File: config.mk
export PLATFORM = sky130hd
export DESIGN_NAME = instr_sequencer
export DESIGN_NICKNAME = d
export VERILOG_FILES = /design/src/rtl/cpu8_pkg.sv /design/src/rtl/instr_rom_ram.sv /design/src/rtl/instr_sequencer.sv
export SDC_FILE = /design/constraint.sdc
export NUM_CORES = 1
export LEC_CHECK = 0
export BUFFER_PORTS_ARGS = -buffer_cell sky130_fd_sc_hd__buf_2
export CAP_MARGIN = 20
export CORE_MARGIN = 1.5
export CORE_UTILIZATION = 60
export DETAILED_ROUTE_END_ITERATION = 12
export GPL_TIMING_DRIVEN = 1
export PLACE_DENSITY = 0.8
export SLEW_MARGIN = 10
export SYNTH_ARGS = -nofsm -noshare
export SYNTH_HDL_FRONTEND = slang
export SYNTH_SLANG_ARGS = --single-unit
File: constraint.sdc
create_clock -name clk -period 6.6 [get_ports clk]
set_input_delay 0.66 -clock clk [delete_from_list [all_inputs] [get_ports clk]]
set_output_delay 0.66 -clock clk [all_outputs]
set_load 0.01 [all_outputs]
File: src/rtl/cpu8_pkg.sv
// ---------------------------------------------------------------------------
// cpu8_pkg
// Shared definitions for the CPU_8bit instruction interface and for the
// instruction sequencer that drives it.
//   - opcode values carried in instruction[7:4]
//   - NOP_INSTR, the word driven whenever nothing is issued
//   - state encoding of the sequencer FSM
//   - is_legal_op(), which tells executable opcodes apart from illegal ones
// ---------------------------------------------------------------------------
package cpu8_pkg;

    localparam logic [3:0] OP_LOAD = 4'h0;
    localparam logic [3:0] OP_ADD  = 4'h1;
    localparam logic [3:0] OP_SUB  = 4'h2;
    localparam logic [3:0] OP_AND  = 4'h3;
    localparam logic [3:0] OP_OR   = 4'h4;
    localparam logic [3:0] OP_XOR  = 4'h5;
    localparam logic [3:0] OP_HALT = 4'hF;

    // Opcode E is one the CPU ignores, so this word leaves the accumulator alone.
    localparam logic [7:0] NOP_INSTR = 8'hE0;

    typedef enum logic [2:0] {
        ST_IDLE,
        ST_CLR,
        ST_ISSUE,
        ST_DRAIN,
        ST_DONE
    } seq_state_t;

    // HALT is handled separately by the sequencer, so it does not count as
    // legal here. The caller must exclude it before flagging an error.
    function automatic logic is_legal_op(input logic [3:0] op);
        case (op)
            OP_LOAD, OP_ADD, OP_SUB, OP_AND, OP_OR, OP_XOR: is_legal_op = 1'b1;
            default:                                        is_legal_op = 1'b0;
        endcase
    endfunction

endpackage

File: src/rtl/instr_rom_ram.sv
// ---------------------------------------------------------------------------
// instr_rom_ram
// DEPTH x 8 program store. Writes are synchronous. Reads are combinational,
// so the sequencer can fetch and issue a word in the same cycle.
// The contents are deliberately not reset.
// Ports:
//   clk    system clock
//   we     write strobe (already gated by the sequencer)
//   waddr  write address
//   wdata  write data
//   raddr  fetch address
//   rdata  word at raddr
// ---------------------------------------------------------------------------
module instr_rom_ram #(
    parameter int DEPTH  = 16,
    parameter int ADDR_W = 4
) (
    input  logic              clk,
    input  logic              we,
    input  logic [ADDR_W-1:0] waddr,
    input  logic [7:0]        wdata,
    input  logic [ADDR_W-1:0] raddr,
    output logic [7:0]        rdata
);

    logic [7:0] mem [DEPTH];

    // Program words survive reset, so this write port has no reset branch.
    always_ff @(posedge clk) begin
        if (we) begin
            mem[waddr] <= wdata;
        end
    end

    assign rdata = mem[raddr];

endmodule

File: src/rtl/instr_sequencer.sv
// ---------------------------------------------------------------------------
// instr_sequencer
// Program-side driver for CPU_8bit. On start it resets the CPU for one cycle.
// It then issues one program word per clock. It waits one drain cycle for the
// last result to appear on cpu_result, captures that result, and pulses done.
// Ports:
//   clk, rst     clock and asynchronous active-high reset
//   prog_we      program write strobe; ignored while busy
//   prog_addr    program write address
//   prog_data    program write data
//   prog_len     number of words to run; sampled on start and clamped to DEPTH
//   start        run request; accepted only in IDLE
//   instruction  instruction bus to the CPU
//   cpu_rst      one-cycle CPU reset, driven in CLR
//   cpu_result   accumulator from the CPU
//   busy         high from CLR through DRAIN
//   done         one-cycle completion pulse
//   result       captured accumulator
//   err          sticky illegal-opcode flag, cleared by the next accepted start
//   pc           current fetch address
// ---------------------------------------------------------------------------
module instr_sequencer
    import cpu8_pkg::*;
#(
    parameter int DEPTH  = 16,
    parameter int ADDR_W = 4
) (
    input  logic              clk,
    input  logic              rst,
    input  logic              prog_we,
    input  logic [ADDR_W-1:0] prog_addr,
    input  logic [7:0]        prog_data,
    input  logic [ADDR_W:0]   prog_len,
    input  logic              start,
    output logic [7:0]        instruction,
    output logic              cpu_rst,
    input  logic [7:0]        cpu_result,
    output logic              busy,
    output logic              done,
    output logic [7:0]        result,
    output logic              err,
    output logic [ADDR_W-1:0] pc
);

    localparam logic [ADDR_W:0] DEPTH_L = (ADDR_W+1)'(DEPTH);

    seq_state_t      state, next_state;
    logic [ADDR_W:0] len, count;
    logic [7:0]      fetch_word;
    logic [3:0]      fetch_op;
    logic            fetch_halt, fetch_illegal, last_issue;

    instr_rom_ram #(
        .DEPTH (DEPTH),
        .ADDR_W(ADDR_W)
    ) u_mem (
        .clk  (clk),
        .we   (prog_we && !busy),
        .waddr(prog_addr),
        .wdata(prog_data),
        .raddr(pc),
        .rdata(fetch_word)
    );

    assign fetch_op      = fetch_word[7:4];
    assign fetch_halt    = (fetch_op == OP_HALT);
    assign fetch_illegal = !is_legal_op(fetch_op) && !fetch_halt;
    // This ISSUE cycle issues the final counted word of the run.
    assign last_issue    = ((count + 1'b1) == len);

    // State register.
    always_ff @(posedge clk or posedge rst) begin
        if (rst) begin
            state <= ST_IDLE;
        end else begin
            state <= next_state;
        end
    end

    // Next-state logic. HALT ends the issue phase early and is not counted.
    always_comb begin
        next_state = state;
        case (state)
            ST_IDLE:  if (start) next_state = ST_CLR;
            ST_CLR:   next_state = (len == '0) ? ST_DRAIN : ST_ISSUE;
            ST_ISSUE: if (fetch_halt || last_issue) next_state = ST_DRAIN;
            ST_DRAIN: next_state = ST_DONE;
            ST_DONE:  next_state = ST_IDLE;
            default:  next_state = ST_IDLE;
        endcase
    end

    // Outputs. Illegal opcodes and HALT are replaced by NOP on the bus, so
    // the CPU never sees them.
    always_comb begin
        instruction = NOP_INSTR;
        cpu_rst     = 1'b0;
        busy        = 1'b0;
        done        = 1'b0;
        case (state)
            ST_CLR: begin
                cpu_rst = 1'b1;
                busy    = 1'b1;
            end
            ST_ISSUE: begin
                busy = 1'b1;
                if (!fetch_halt && !fetch_illegal) instruction = fetch_word;
            end
            ST_DRAIN: busy = 1'b1;
            ST_DONE:  done = 1'b1;
            default:  ;
        endcase
    end

    // Run bookkeeping. cpu_result already reflects the last issued word in
    // DRAIN, because the CPU executed that word at the previous edge.
    always_ff @(posedge clk or posedge rst) begin
        if (rst) begin
            len    <= '0;
            count  <= '0;
            pc     <= '0;
            result <= '0;
            err    <= 1'b0;
        end else begin
            case (state)
                ST_IDLE: begin
                    if (start) begin
                        len   <= (prog_len > DEPTH_L) ? DEPTH_L : prog_len;
                        pc    <= '0;
                        count <= '0;
                        err   <= 1'b0;
                    end
                end
                ST_ISSUE: begin
                    if (!fetch_halt) begin
                        pc    <= pc + 1'b1;
                        count <= count + 1'b1;
                        if (fetch_illegal) err <= 1'b1;
                    end
                end
                ST_DRAIN: result <= cpu_result;
                default:  ;
            endcase
        end
    end

endmodule

# Word level (Yosys, flattened, before mapping)
# Memory sizes are Yosys's and may differ from the RTL's.
# Index checks and enable logic that the tools add are counted.
dict set report totals {
  register_bits 26
  latch_bits 0
  mem_bits_rw 128
  rom_bits 0
  inputBits 29
  output_inout_bits 24
  mem_count 1
}
dict set report op_classes {
  add_sub_neg 2
  n_mul 0
  n_div 0
  n_lt_le_gt_ge 1
  eq_ne 15
  n_shift 0
  n_mux 23
  n_bitwise 0
  n_reduce_logical 18
}
# name words word_bits rd rd_ports_with_merged_regs wr line
set memory_table {}
lappend memory_table {u_mem.mem 16 8 1 0 1 instr_rom_ram.sv:26} ;# logic [7:0] mem [DEPTH];
# operator n
set op_table {}
lappend op_table {{$mux W8} 2}
lappend op_table {{$mux W5} 3}
lappend op_table {{$pmux W3 S4} 1}
lappend op_table {{$mux W1} 10}
lappend op_table {{$pmux W5 S2} 1}
lappend op_table {{$eq A4 B2 Y1 const B} 2}
lappend op_table {{$eq A4 B3 Y1 const B} 2}
lappend op_table {{$mux W4} 2}
lappend op_table {{$ne A2 B2 Y1 const B} 4}
lappend op_table {{$pmux W4 S2} 1}
lappend op_table {{$eq A3 B2 Y1 const B} 2}
lappend op_table {{$mux W3} 2}
lappend op_table {{$reduce_or A6 Y1} 1}
lappend op_table {{$add A5 B1 Y5 const B} 1}
lappend op_table {{$eq A5 B5 Y1} 1}
lappend op_table {{$gt A5 B5 Y1 const B} 1}
lappend op_table {{$logic_not A5 Y1} 1}
lappend op_table {{$add A4 B1 Y4 const B} 1}
lappend op_table {{$eq A4 B1 Y1 const B} 1}
lappend op_table {{$eq A4 B4 Y1 const B} 1}
lappend op_table {{$logic_not A1 Y1} 4}
lappend op_table {{$logic_not A4 Y1} 1}
lappend op_table {{$reduce_and A2 Y1} 2}
lappend op_table {{$reduce_and A4 Y1} 1}
lappend op_table {{other kinds (9)} 11}

# Depth between registers and ports, before layout
# Gate-level depths: netlist of the first run.
# An unclocked memory read counts as a cell.
dict set report depth {
  ltp_word 10
  ltp_mapped 10
  depth_no_buf 6
}

# Modules after synthesis
# Synthesis of the first run repeated with hierarchy kept, for this count alone.
dict set report hier_totals {
  cells_unflattened 356
  hier_area_um2 6373.6
}
# module instances cells_each area_each_um2 seq_area_each_um2
set modules_own_cells {}
lappend modules_own_cells {instr_rom_ram 1 221 4987.3 3843.7}
lappend modules_own_cells {instr_sequencer 1 135 1386.3 650.6}

# Least setup slack after synthesis of the first run
# OpenSTA, ideal clock, no wires.
dict set report synth_timing {
  kind {register to output}
  start {reg pc[1]}
  end {out instruction[0]}
  arrival_time_ps 2274
  slack_ps 3666
  stages_incl_launch_ff 7
  n_path_buf 3
  path_cell_list {dfrtp_1 -> buf_2 -> buf_1 -> buf_1 -> mux4_2 -> mux4_2 -> nor2b_2}
}
dict set report synth_via {
  elab_chain_len 10
  elab_cells_between_ends 17
  cone_classes {eq/ne (6); mux (3); reduce/logical (7); memory (1)}
}
# item line
set synth_rtl {}
lappend synth_rtl {{from (decl)} instr_sequencer.sv:42} ;# output logic [ADDR_W-1:0] pc
lappend synth_rtl {{from (signal assigned)} instr_sequencer.sv:136} ;# pc <= pc + 1'b1;
lappend synth_rtl {{$mem_v2 Z16 W8 (*)} n/a}
lappend synth_rtl {{$eq A4 B1 Y1 (tied with other cells)} cpu8_pkg.sv:34} ;# case (op)
lappend synth_rtl {{$reduce_or A6 Y1} cpu8_pkg.sv:34}
lappend synth_rtl {{$mux W1} cpu8_pkg.sv:34}
lappend synth_rtl {{$logic_not A1 Y1} instr_sequencer.sv:67} ;# assign fetch_illegal = !is_legal_op(fetch_op) && !fetch_halt;
lappend synth_rtl {{$logic_and A1 B1 Y1} instr_sequencer.sv:67}
lappend synth_rtl {{$logic_not A1 Y1} instr_sequencer.sv:107} ;# if (!fetch_halt && !fetch_illegal) instruction = fetch_word;
lappend synth_rtl {{$logic_and A1 B1 Y1} instr_sequencer.sv:107}
lappend synth_rtl {{$mux W8 (*)} instr_sequencer.sv:107}
lappend synth_rtl {{$mux W8 (*)} instr_sequencer.sv:100} ;# case (state)
lappend synth_rtl {{to (decl)} instr_sequencer.sv:35} ;# output logic [7:0] instruction,
# Every way passes the cells marked *; elsewhere a longest branch is shown, timed or not.

# Worst setup path in the final report of the first run
dict set report layout_timing {
  start {reg pc[1]}
  end {out instruction[4]}
}
# The elaborated chain is that of the path after synthesis.

==> flow_metrics.env, run 1 <==
export IMPL_min_delay_path_class="in2async"
export IMPL_final_hold_violation_count=0
export IMPL_power_density_mw_per_mm2=398
export IMPL_power_clock_fraction=0.303
export IMPL_dominantRegCellSynth="edfxtp_1"
export IMPL_grt_usage=0.258
export IMPL_cts_path_max_buffers=2
export IMPL_rsz0062_at_grt="false"
export IMPL_p_leak_nw=2.64
export IMPL_grt_overflow_total=0
export IMPL_ys_ff_latch=154
export IMPL_avgRoutedWirePerCell_um=22.5
export IMPL_drt_iter0_markers=400
export IMPL_drc=0
export IMPL_finalCriticalPeriod_ns=4.43
export IMPL_post_cts_buffers=0
export IMPL_drt_met1_wl_um=5490
export IMPL_cts_tree="yes"
export IMPL_ys_seq_area_frac=0.693
export IMPL_portBuffers=52
export IMPL_post_route_cells_drive_above_1_share=0.312
export IMPL_first_pass_iters=5
export IMPL_synth_edff_count=128
export IMPL_skew_ns=0.00618
export IMPL_yosys_cell_types_count=54
export IMPL_post_cts_resized=0
export IMPL_num_rows=37
export IMPL_timing_fmax_ghz=0.226
export IMPL_syn_area_mm2=0.00649
export IMPL_core_area_mm2=0.0104
export IMPL_num_vias=3767
export IMPL_die_area_mm2=0.0114
export IMPL_tightestPinTransition_ns=1.15
export IMPL_grt_pass1_vias=3719
export IMPL_met3_length_um=1170
export IMPL_utilization=0.715
export IMPL_antenna_found_initial=0
export IMPL_seqPwrFrac=0.426
export IMPL_cp_top_family="simple AND/OR/NAND/NOR gates"
export IMPL_syn_area_per_cell_um2=16.7
export IMPL_intPower_mw=2.02
export IMPL_gp_congestion=0.825
export IMPL_clock_sinks=154
export IMPL_switching_power_mw=0.948
export IMPL_antenna_left=0
export IMPL_grt_pass1_wl_um=20600
export IMPL_synth_fp_nets=420
export IMPL_grt_max_degree=34
export IMPL_maxSlewHeadroom=0.229
export IMPL_netSwitchingFraction=0.319
export IMPL_drv_slew=0
export IMPL_cp_slowest_cell="dfrtp_1"
export IMPL_critPathLaunchType="flop"
export IMPL_antenna_cells=0
export IMPL_ctsHtreeMaxLevel=4
export IMPL_cts_buffers=17
export IMPL_totalWireLength_um=13400
export IMPL_io_pins=53
export IMPL_viasPerCell=6.30
export IMPL_clock_latency_ns=0.53
export IMPL_start_util=0.623
export IMPL_die_w_um=107
export IMPL_clk_root_buffer_cell="clkbuf_8"
export IMPL_ys_warn_count=0
export IMPL_setup_slack_ns=2.17
export IMPL_path_max_fanout=17
export IMPL_cp_end_kind="output port"
export IMPL_max_cap_violations=0
export IMPL_combPwrFrac=0.271
export IMPL_dp_hpwl_um=8620
export IMPL_cts_hold_buf=0
export IMPL_cts_reportedPaths_clkPinSlew_ns=0.06
export IMPL_synthToLayoutAreaGrowth_pct=14.8
export IMPL_ir_drop_uv=250
export IMPL_crit_type="reg2out"
export IMPL_synthArstFlopShare=0.169
export IMPL_crit_chain="buf_4 > nor2b_1 > a221oi_1 > o21bai_1 > nand2_2 > or3_1 > a21oi_2 > buf_2"
export IMPL_fin_crit_sh=0.672
export IMPL_wl_met2_um=6390
export IMPL_nets=480
export IMPL_fin_setup_tns_ns=0
export IMPL_power_total_mw=2.97
export IMPL_cp_slowest_stage_delay_ns=0.84
export IMPL_top_layer="met4"
export IMPL_status="complete, no violations"
export IMPL_worstPathRequired_ns=5.94
export IMPL_syn_inst=389
export IMPL_worst_ep_arrival_time_ns=3.77
export IMPL_pre_cts_slack_ns=2.76
export IMPL_crit_buf_inv=2
export IMPL_final_setup_viol_count=0
export IMPL_die_h_um=107
power groups by stage:
stage	clock (mW)	sequential (mW)	combinational [mW]
6_report	0.898	1.27	0.804
5_1_grt	0.941	1.28	0.882
4_1_cts	0.908	1.27	0.805
3_5_place_dp	0	1.28	0.797
3_3_place_gp	0	1.28	0.778
2_1_floorplan	0	1.22	0.668
cells in the mapped netlist (all sizes together) (4+ instances only):
cell type	count	area, µm²
edfxtp	128	3840
nand2	44	168
mux4	32	721
dfrtp	26	651
nor2	23	88.8
buf	11	88.8
nand3	10	50.1
o21ai	10	50.0
clkbuf	8	30.0
mux2i	8	80.1
nor3	8	40.0
nor2b	7	53.8
nand2b	6	37.5
a22oi	5	70.1
nand4	5	31.3
o211ai	5	37.5
xnor2	5	43.8
a21oi	4	23.8
a221oi	4	53.8
or3	4	25.0
xor2	4	35.0
path summary, 6_finish.rpt:
kind | end | slack [ns] | depth (start not counted) | startpoint
setup / recovery | instruction[4] | 2.17 | 8 | pc[1]
hold / removal | result[2] | 0.09 | 2 | rst
setup reg to reg | u_mem.mem[8][7] | 3.57 | 4 | state[1]
hold reg to reg | result[6] | 0.47 | 2 | result[6]
max in group asynchronous | pc[0] | 6.07 | 3 | rst
min in group clk | result[6] | 0.33 | 3 | cpu_result[6]
final cells by class:
cell class | count | area, µm²
clock buffers | 17 | 414
clock inverters | 15 | 139
fillers | 660 | 2970
inverters | 4 | 15.0
multi-input cells | 212 | 1870
flip-flops and latches | 154 | 4500
well taps | 136 | 170
repair buffers | 60 | 344
state kept, by name, indices dropped and copies added (netlist names):
| signal | count |
|---|---|
| count | 5 |
| err | 1 |
| len | 5 |
| pc | 4 |
| result | 8 |
| state | 3 |
| u_mem.mem | 128 |
stage by stage:
stage                     hold WS [ns]  instance area (µm²)  cells
after global routing             0.104                 7450    598
after global placement           0.452                 6850    563
after detailed placement         0.459                 6860    564
after floorplan                  0.482                 6490    389
after CTS                        0.306                 7410    596
final                           0.0949                 7450    598
per-layer routing:
metal / up-vias / global-route usage
met5: - / 0
met4: 0 / 0.117
met3: 27 / 0.0796
met2: 195 / 0.385
met1: 1899 / 0.354
li1: 1646 / -
cells by family (layout without fill, tap and decap cells):
kind of cell               after synthesis  after routing  share of synthesized area
and+or+nand+nor                        118            118                     0.0887
DFF                                    154            154                      0.693
buffers and inverters                   23             96                     0.0206
AOI/OAI and AO/OA                       42             42                     0.0569
adders and majority gates                2              2                    0.00386
xor gates and xnor gates                 9              9                     0.0121
muxes                                   41             41                      0.125
placed cells by master (no fill, tap or decap), drive strengths merged, types with 9 or more instances in the layout:
| cell type | netlist | layout |
|---|---|---|
| mux4 | 32 | 32 |
| dfrtp | 26 | 26 |
| clkinv | 2 | 9 |
| buf | 11 | 60 |
| nand2 | 44 | 44 |
| nand3 | 10 | 10 |
| o21ai | 10 | 10 |
| edfxtp | 128 | 128 |
| nor2 | 23 | 23 |
| clkbuf | 8 | 17 |
Power figures use the tool's default switching activity.
==> run 2, diff against run 1 <==
- CORE_UTILIZATION: 60 -> 59
- PLACE_DENSITY: 0.8 -> 0.79
- clock period: 6.6 -> 4.25 ns (I/O delays scaled with it)
==> run 2 against run 1 <==
Compared with the run above:
- global-route usage shrank 0.27 points
- via count shrank 0.85%
- cell count grew 1.3%
- critical path type unchanged
==> flow_metrics.env, run 2 (synthesized netlist as in run 1, its figures left out) <==
export IMPL_clk_root_buffer_cell="clkbuf_8"
export IMPL_portBuffers=52
export IMPL_post_cts_resized=0
export IMPL_worstHoldEndpoint="result[1]"
export IMPL_grt_overflow_total=0
export IMPL_num_vias=3735
export IMPL_clock_latency_ns=0.54
export IMPL_tightestPinTransition_ns=1.12
export IMPL_fillers=670
export IMPL_power_density_mw_per_mm2=624
export IMPL_hold_slack_ns=0.0825
export IMPL_synthToLayoutAreaGrowth_pct=15.7
export IMPL_fin_setup_tns_ns=0
export IMPL_antenna_left=0
export IMPL_rsz0062_at_grt="false"
export IMPL_num_rows=38
export IMPL_antenna_found_initial=0
export IMPL_reg2regPathDepth=6
export IMPL_largest_reg_flops=128
export IMPL_min_path_cells=3
export IMPL_final_area_mm2=0.00750
export IMPL_grt_usage=0.255
export IMPL_avgRoutedWirePerCell_um=22.4
export IMPL_largest_register="u_mem.mem"
export IMPL_skew_ns=0.00678
export IMPL_rrSetupSlack_ns=1.45
export IMPL_nets=484
export IMPL_status="complete, no violations"
export IMPL_min_delay_path_class="in2reg"
export IMPL_cts_hold_buf=0
export IMPL_crit_type="reg2out"
export IMPL_cts_buffers=17
export IMPL_die_w_um=108
export IMPL_grt_pass1_vias=3616
export IMPL_cts_reportedPaths_clkPinSlew_ns=0.07
export IMPL_gp_congestion=0.844
export IMPL_grt_pass1_wl_um=20500
export IMPL_dp_cells=571
export IMPL_viasPerCell=6.16
export IMPL_antenna_cells=0
export IMPL_fin_crit_sh=0.915
export IMPL_cts_path_max_buffers=2
export IMPL_post_cts_buffers=0
export IMPL_die_area_mm2=0.0116
export IMPL_final_setup_viol_count=0
export IMPL_drc=0
export IMPL_worst_r2r_endpoint="pc[0]"
export IMPL_finalCriticalPeriod_ns=3.89
export IMPL_clock_sinks=154
export IMPL_mostFrequentLayoutCell="edfxtp_1"
export IMPL_post_route_cells_drive_above_1_share=0.322
export IMPL_grt_max_degree=27
export IMPL_p_leak_nw=2.66
export IMPL_cts_tree="yes"
export IMPL_maxSlewHeadroom=0.252
export IMPL_placed_cell_area_mm2=0.00689
export IMPL_core_area_mm2=0.0108
export IMPL_timing_fmax_ghz=0.257
export IMPL_cp_end_kind="output port"
export IMPL_drv_slew=0
export IMPL_ctsHtreeMaxLevel=4
export IMPL_io_pins=53
export IMPL_ir_drop_uv=385
export IMPL_die_h_um=108
export IMPL_final_cells=606
export IMPL_final_cell_mix="edfxtp_1, buf_2, nand2_1, mux4_2, dfrtp_1"
export IMPL_first_pass_iters=5
export IMPL_final_hold_violation_count=0
export IMPL_worst_ep_arrival_time_ns=3.46
export IMPL_totalWireLength_um=13600
export IMPL_worstPathRequired_ns=3.83
export IMPL_start_util=0.601
export IMPL_max_cap_violations=0
export IMPL_drt_iter0_markers=477
export IMPL_min_delay_start="cpu_result[1]"
export IMPL_dp_hpwl_um=8910
export IMPL_path_max_fanout=21
export IMPL_r2r_start="pc[2]"
export IMPL_largestRegisters="u_mem.mem (128), result (8)"
export IMPL_critPathLaunchType="flop"
-- run 2: worst max path at each step --
stage,startpoint,endpoint,cells after the start
after CTS,pc[2],instruction[4],7
after floorplan,pc[1],instruction[0],6
after detailed placement,pc[2],instruction[4],7
final,pc[2],instruction[4],7
after global placement,pc[2],instruction[4],7
after global routing,pc[2],instruction[4],7
-- run 2: where the power goes --
| part | switching [mW] | internal [mW] | total (mW) |
|---|---|---|---|
| combinational | 0.733 | 0.601 | 1.33 |
| clock | 0.614 | 0.805 | 1.42 |
| sequential | 0.157 | 1.77 | 1.93 |
-- run 2: through the flow --
stage / worst slack, ns / utilization / power (mW)
after CTS: 0.368 / 0.691 / 4.68
after global placement: 1.04 / 0.638 / 3.23
after global routing: 0.242 / 0.695 / 4.88
after detailed placement: 0.964 / 0.638 / 3.27
final: 0.361 / 0.695 / 4.68
after floorplan: 1.55 / - / 2.93
-- run 2: final cells by class --
| type | count | area (µm²) | share of cell area |
|---|---|---|---|
| multi-input combinational | 212 | 1880 | 0.250 |
| clock buffer | 18 | 428 | 0.0570 |
| timing repair buffer | 64 | 377 | 0.0502 |
| tap | 140 | 175 | 0.0233 |
| sequential | 154 | 4500 | 0.599 |
| inverter | 4 | 15.0 | 0.00200 |
| clock inverter | 14 | 139 | 0.0185 |
-- run 2: worst max-delay path, cell delays in order, from the launching register on --
cell and delay, ns:
dfrtp_1 0.88, mux4_2 0.41, a22oi_1 0.22, nand3_1 0.14, and2_1 0.31, or3_1 0.58, a21oi_2 0.22, buf_2 0.16
-- run 2: metal layers --
layer  vias to the layer above  routed length (µm)  GRT usage
met4                         0                 349      0.118
met2                       229                6720      0.402
met1                      1820                5210      0.349
li1                       1657                   -          -
met5                         -                   0          0
met3                        29                1300     0.0484
==> run 3, diff against run 2 <==
- ABC_AREA: unset -> 1
- CORE_UTILIZATION: 59 -> 60
- PLACE_DENSITY: 0.79 -> 0.8
- clock period: 4.25 -> 3.9 ns (I/O delays scaled with it)
==> run 3 against run 2 <==
Compared with the run above:
- global-route usage grew 2.4 points
- synthesized cell count grew 59%
- register-to-register slack lost 0.14 ns
- worst setup slack gained 0.057 ns
- total power grew 7.9%
- cell count grew 36%
- clock-buffer cell count shrank 1
- first-iteration DRC count grew 12%
- die area grew 0.96%
- combinational power is essentially flat
- utilization grew 0.92 points
==> flow_metrics.env, run 3 <==
export IMPL_ys_seq_area_frac=0.674
export IMPL_final_setup_viol_count=0
export IMPL_synthTopCellsByArea="edfxtp_1, nand2_1, dfrtp_1"
export IMPL_ir_drop_uv=324
export IMPL_core_area_mm2=0.0108
export IMPL_avgRoutedWirePerCell_um=19.0
export IMPL_synthArstFlopShare=0.169
export IMPL_placed_cell_area_mm2=0.00699
export IMPL_path_max_fanout=35
export IMPL_die_w_um=108
export IMPL_first_pass_iters=7
export IMPL_die_area_mm2=0.0117
export IMPL_grt_pass1_wl_um=23600
export IMPL_clk_root_buffer_cell="clkbuf_8"
export IMPL_clock_sinks=154
export IMPL_skew_ns=0.00643
export IMPL_grt_max_degree=51
export IMPL_viasPerCell=5.83
export IMPL_gp_congestion=0.859
export IMPL_cts_reportedPaths_clkPinSlew_ns=0.06
export IMPL_start_util=0.615
export IMPL_dominantRegCellSynth="edfxtp_1"
export IMPL_yosysTopAreaCellShare=0.577
export IMPL_clock_latency_ns=0.54
export IMPL_drc=0
export IMPL_synth_edff_count=128
export IMPL_antenna_found_initial=0
export IMPL_antenna_cells=0
export IMPL_regArea_mm2=0.00450
export IMPL_hold_slack_ns=0.0612
export IMPL_cts_buffers=17
export IMPL_critPathLaunchType="flop"
export IMPL_syn_area_mm2=0.00666
export IMPL_fin_crit_sh=0.893
export IMPL_cts_path_max_buffers=2
export IMPL_post_synth_top_area_cell="edfxtp_1"
export IMPL_status="complete, no violations"
export IMPL_num_vias=4798
export IMPL_post_route_cells_drive_above_1_share=0.161
export IMPL_dp_hpwl_um=9590
export IMPL_min_delay_path_class="in2reg"
export IMPL_grt_usage=0.279
export IMPL_yosys_cell_types_count=38
export IMPL_finalCriticalPeriod_ns=3.48
export IMPL_cp_end_kind="output port"
export IMPL_io_pins=53
export IMPL_power_density_mw_per_mm2=662
export IMPL_mostFrequentLayoutCell="nand2_1"
export IMPL_synthToLayoutAreaGrowth_pct=14.6
export IMPL_fin_setup_tns_ns=0
export IMPL_ys_ff_latch=154
export IMPL_crit_type="reg2out"
export IMPL_die_h_um=108
export IMPL_final_hold_violation_count=0
export IMPL_grt_pass1_vias=4590
export IMPL_tightestPinTransition_ns=1.14
export IMPL_rsz0062_at_grt="false"
export IMPL_antenna_left=0
export IMPL_worstPathRequired_ns=3.51
export IMPL_final_area_mm2=0.00764
export IMPL_fillers=727
export IMPL_synth_fp_nets=649
export IMPL_drv_slew=0
export IMPL_syn_inst=618
export IMPL_portBuffers=52
export IMPL_timing_fmax_ghz=0.287
export IMPL_drt_iter0_markers=534
export IMPL_post_cts_buffers=0
export IMPL_multi_input_area_mm2=0.00179
export IMPL_final_cell_mix="nand2_1, edfxtp_1, nand3_1, inv_1, buf_2"
export IMPL_worst_ep_arrival_time_ns=3.09
export IMPL_totalWireLength_um=15700
export IMPL_ctsHtreeMaxLevel=4
export IMPL_ys_warn_count=0
export IMPL_largestRegisters="u_mem.mem (128), result (8)"
export IMPL_synth_most_common_cell="nand2_1"
export IMPL_synth_common_cells="nand2_1, edfxtp_1, nand3_1, inv_1, a21oi_1"
export IMPL_nets=701
export IMPL_grt_overflow_total=0
export IMPL_largest_register="u_mem.mem"
export IMPL_max_cap_violations=0
export IMPL_syn_area_per_cell_um2=10.8
export IMPL_cts_tree="yes"
export IMPL_p_leak_nw=3.19
export IMPL_largest_reg_flops=128
export IMPL_num_rows=38
export IMPL_maxSlewHeadroom=0.239
[run 3: layer usage]
metal	vias to the layer above	part of all wire	GRT usage
met2	288	0.49	0.454
met3	42	0.097	0.0669
met4	0	0.024	0.130
met5	-	0	0
li1	2195	-	-
met1	2273	0.39	0.357
[run 3: critical path: stages (launching register included)]
cell	delay [ns]
dfrtp_2	0.54
inv_2	0.51
nand2_1	0.16
nand3_1	0.16
nand3_1	0.11
nand3_1	0.14
nand2_1	0.08
nand2_2	0.11
nand2_2	0.09
nor2_4	0.12
inv_2	0.10
nor3_1	0.24
buf_2	0.17
[run 3: per-stage QoR]
stage | total power, mW | setup slack, ns | cells | utilization
after floorplan | 3.02 | 1.74 | 618 | -
after global placement | 3.29 | 1.24 | 789 | 0.645
after detailed placement | 3.35 | 1.12 | 789 | 0.645
after CTS | 5.04 | 0.476 | 821 | 0.701
after global routing | 5.27 | 0.304 | 823 | 0.705
final | 5.05 | 0.418 | 823 | 0.705
[run 3: power breakdown]
| part | leakage (nW) | internal (mW) | switching, mW |
|---|---|---|---|
| clock | 0.296 | 1.04 | 0.659 |
| combinational | 1.41 | 0.422 | 0.906 |
| sequential | 1.48 | 1.92 | 0.106 |
[run 3: repair_timing]
action,4_1_cts,5_1_grt
hold buffers,0,1
gates resized for setup,0,0
endpoints found under the setup margin,0,0
endpoints found under the hold margin,0,7
[run 3: cell families after synthesis]
kind of cell    Yosys count  synth area share
buf+inv                  87            0.0569
fa+ha+maj                 2           0.00375
xor+xnor                  9            0.0118
compound gates           69            0.0646
simple gates            297             0.189
flops                   154             0.674
[run 3: layout make-up]
cell class	count	share of cell area
tap	140	0.0229
multi-input combinational	377	0.234
sequential	154	0.589
clock inverter	15	0.0259
clock buffer	17	0.0542
inverter	61	0.0300
timing repair buffer	59	0.0439
[run 3: final timing paths]
kind	cells past startpoint	from	to	slack (ns)
min	3	cpu_result[7]	result[7]	0.06
max reg2reg	5	state[0]	u_mem.mem[4][5]	1.31
min in group asynchronous	3	rst	result[2]	0.36
min reg2reg	2	result[3]	result[3]	0.46
max	12	pc[0]	instruction[0]	0.42
max in group asynchronous	4	rst	pc[0]	3.11
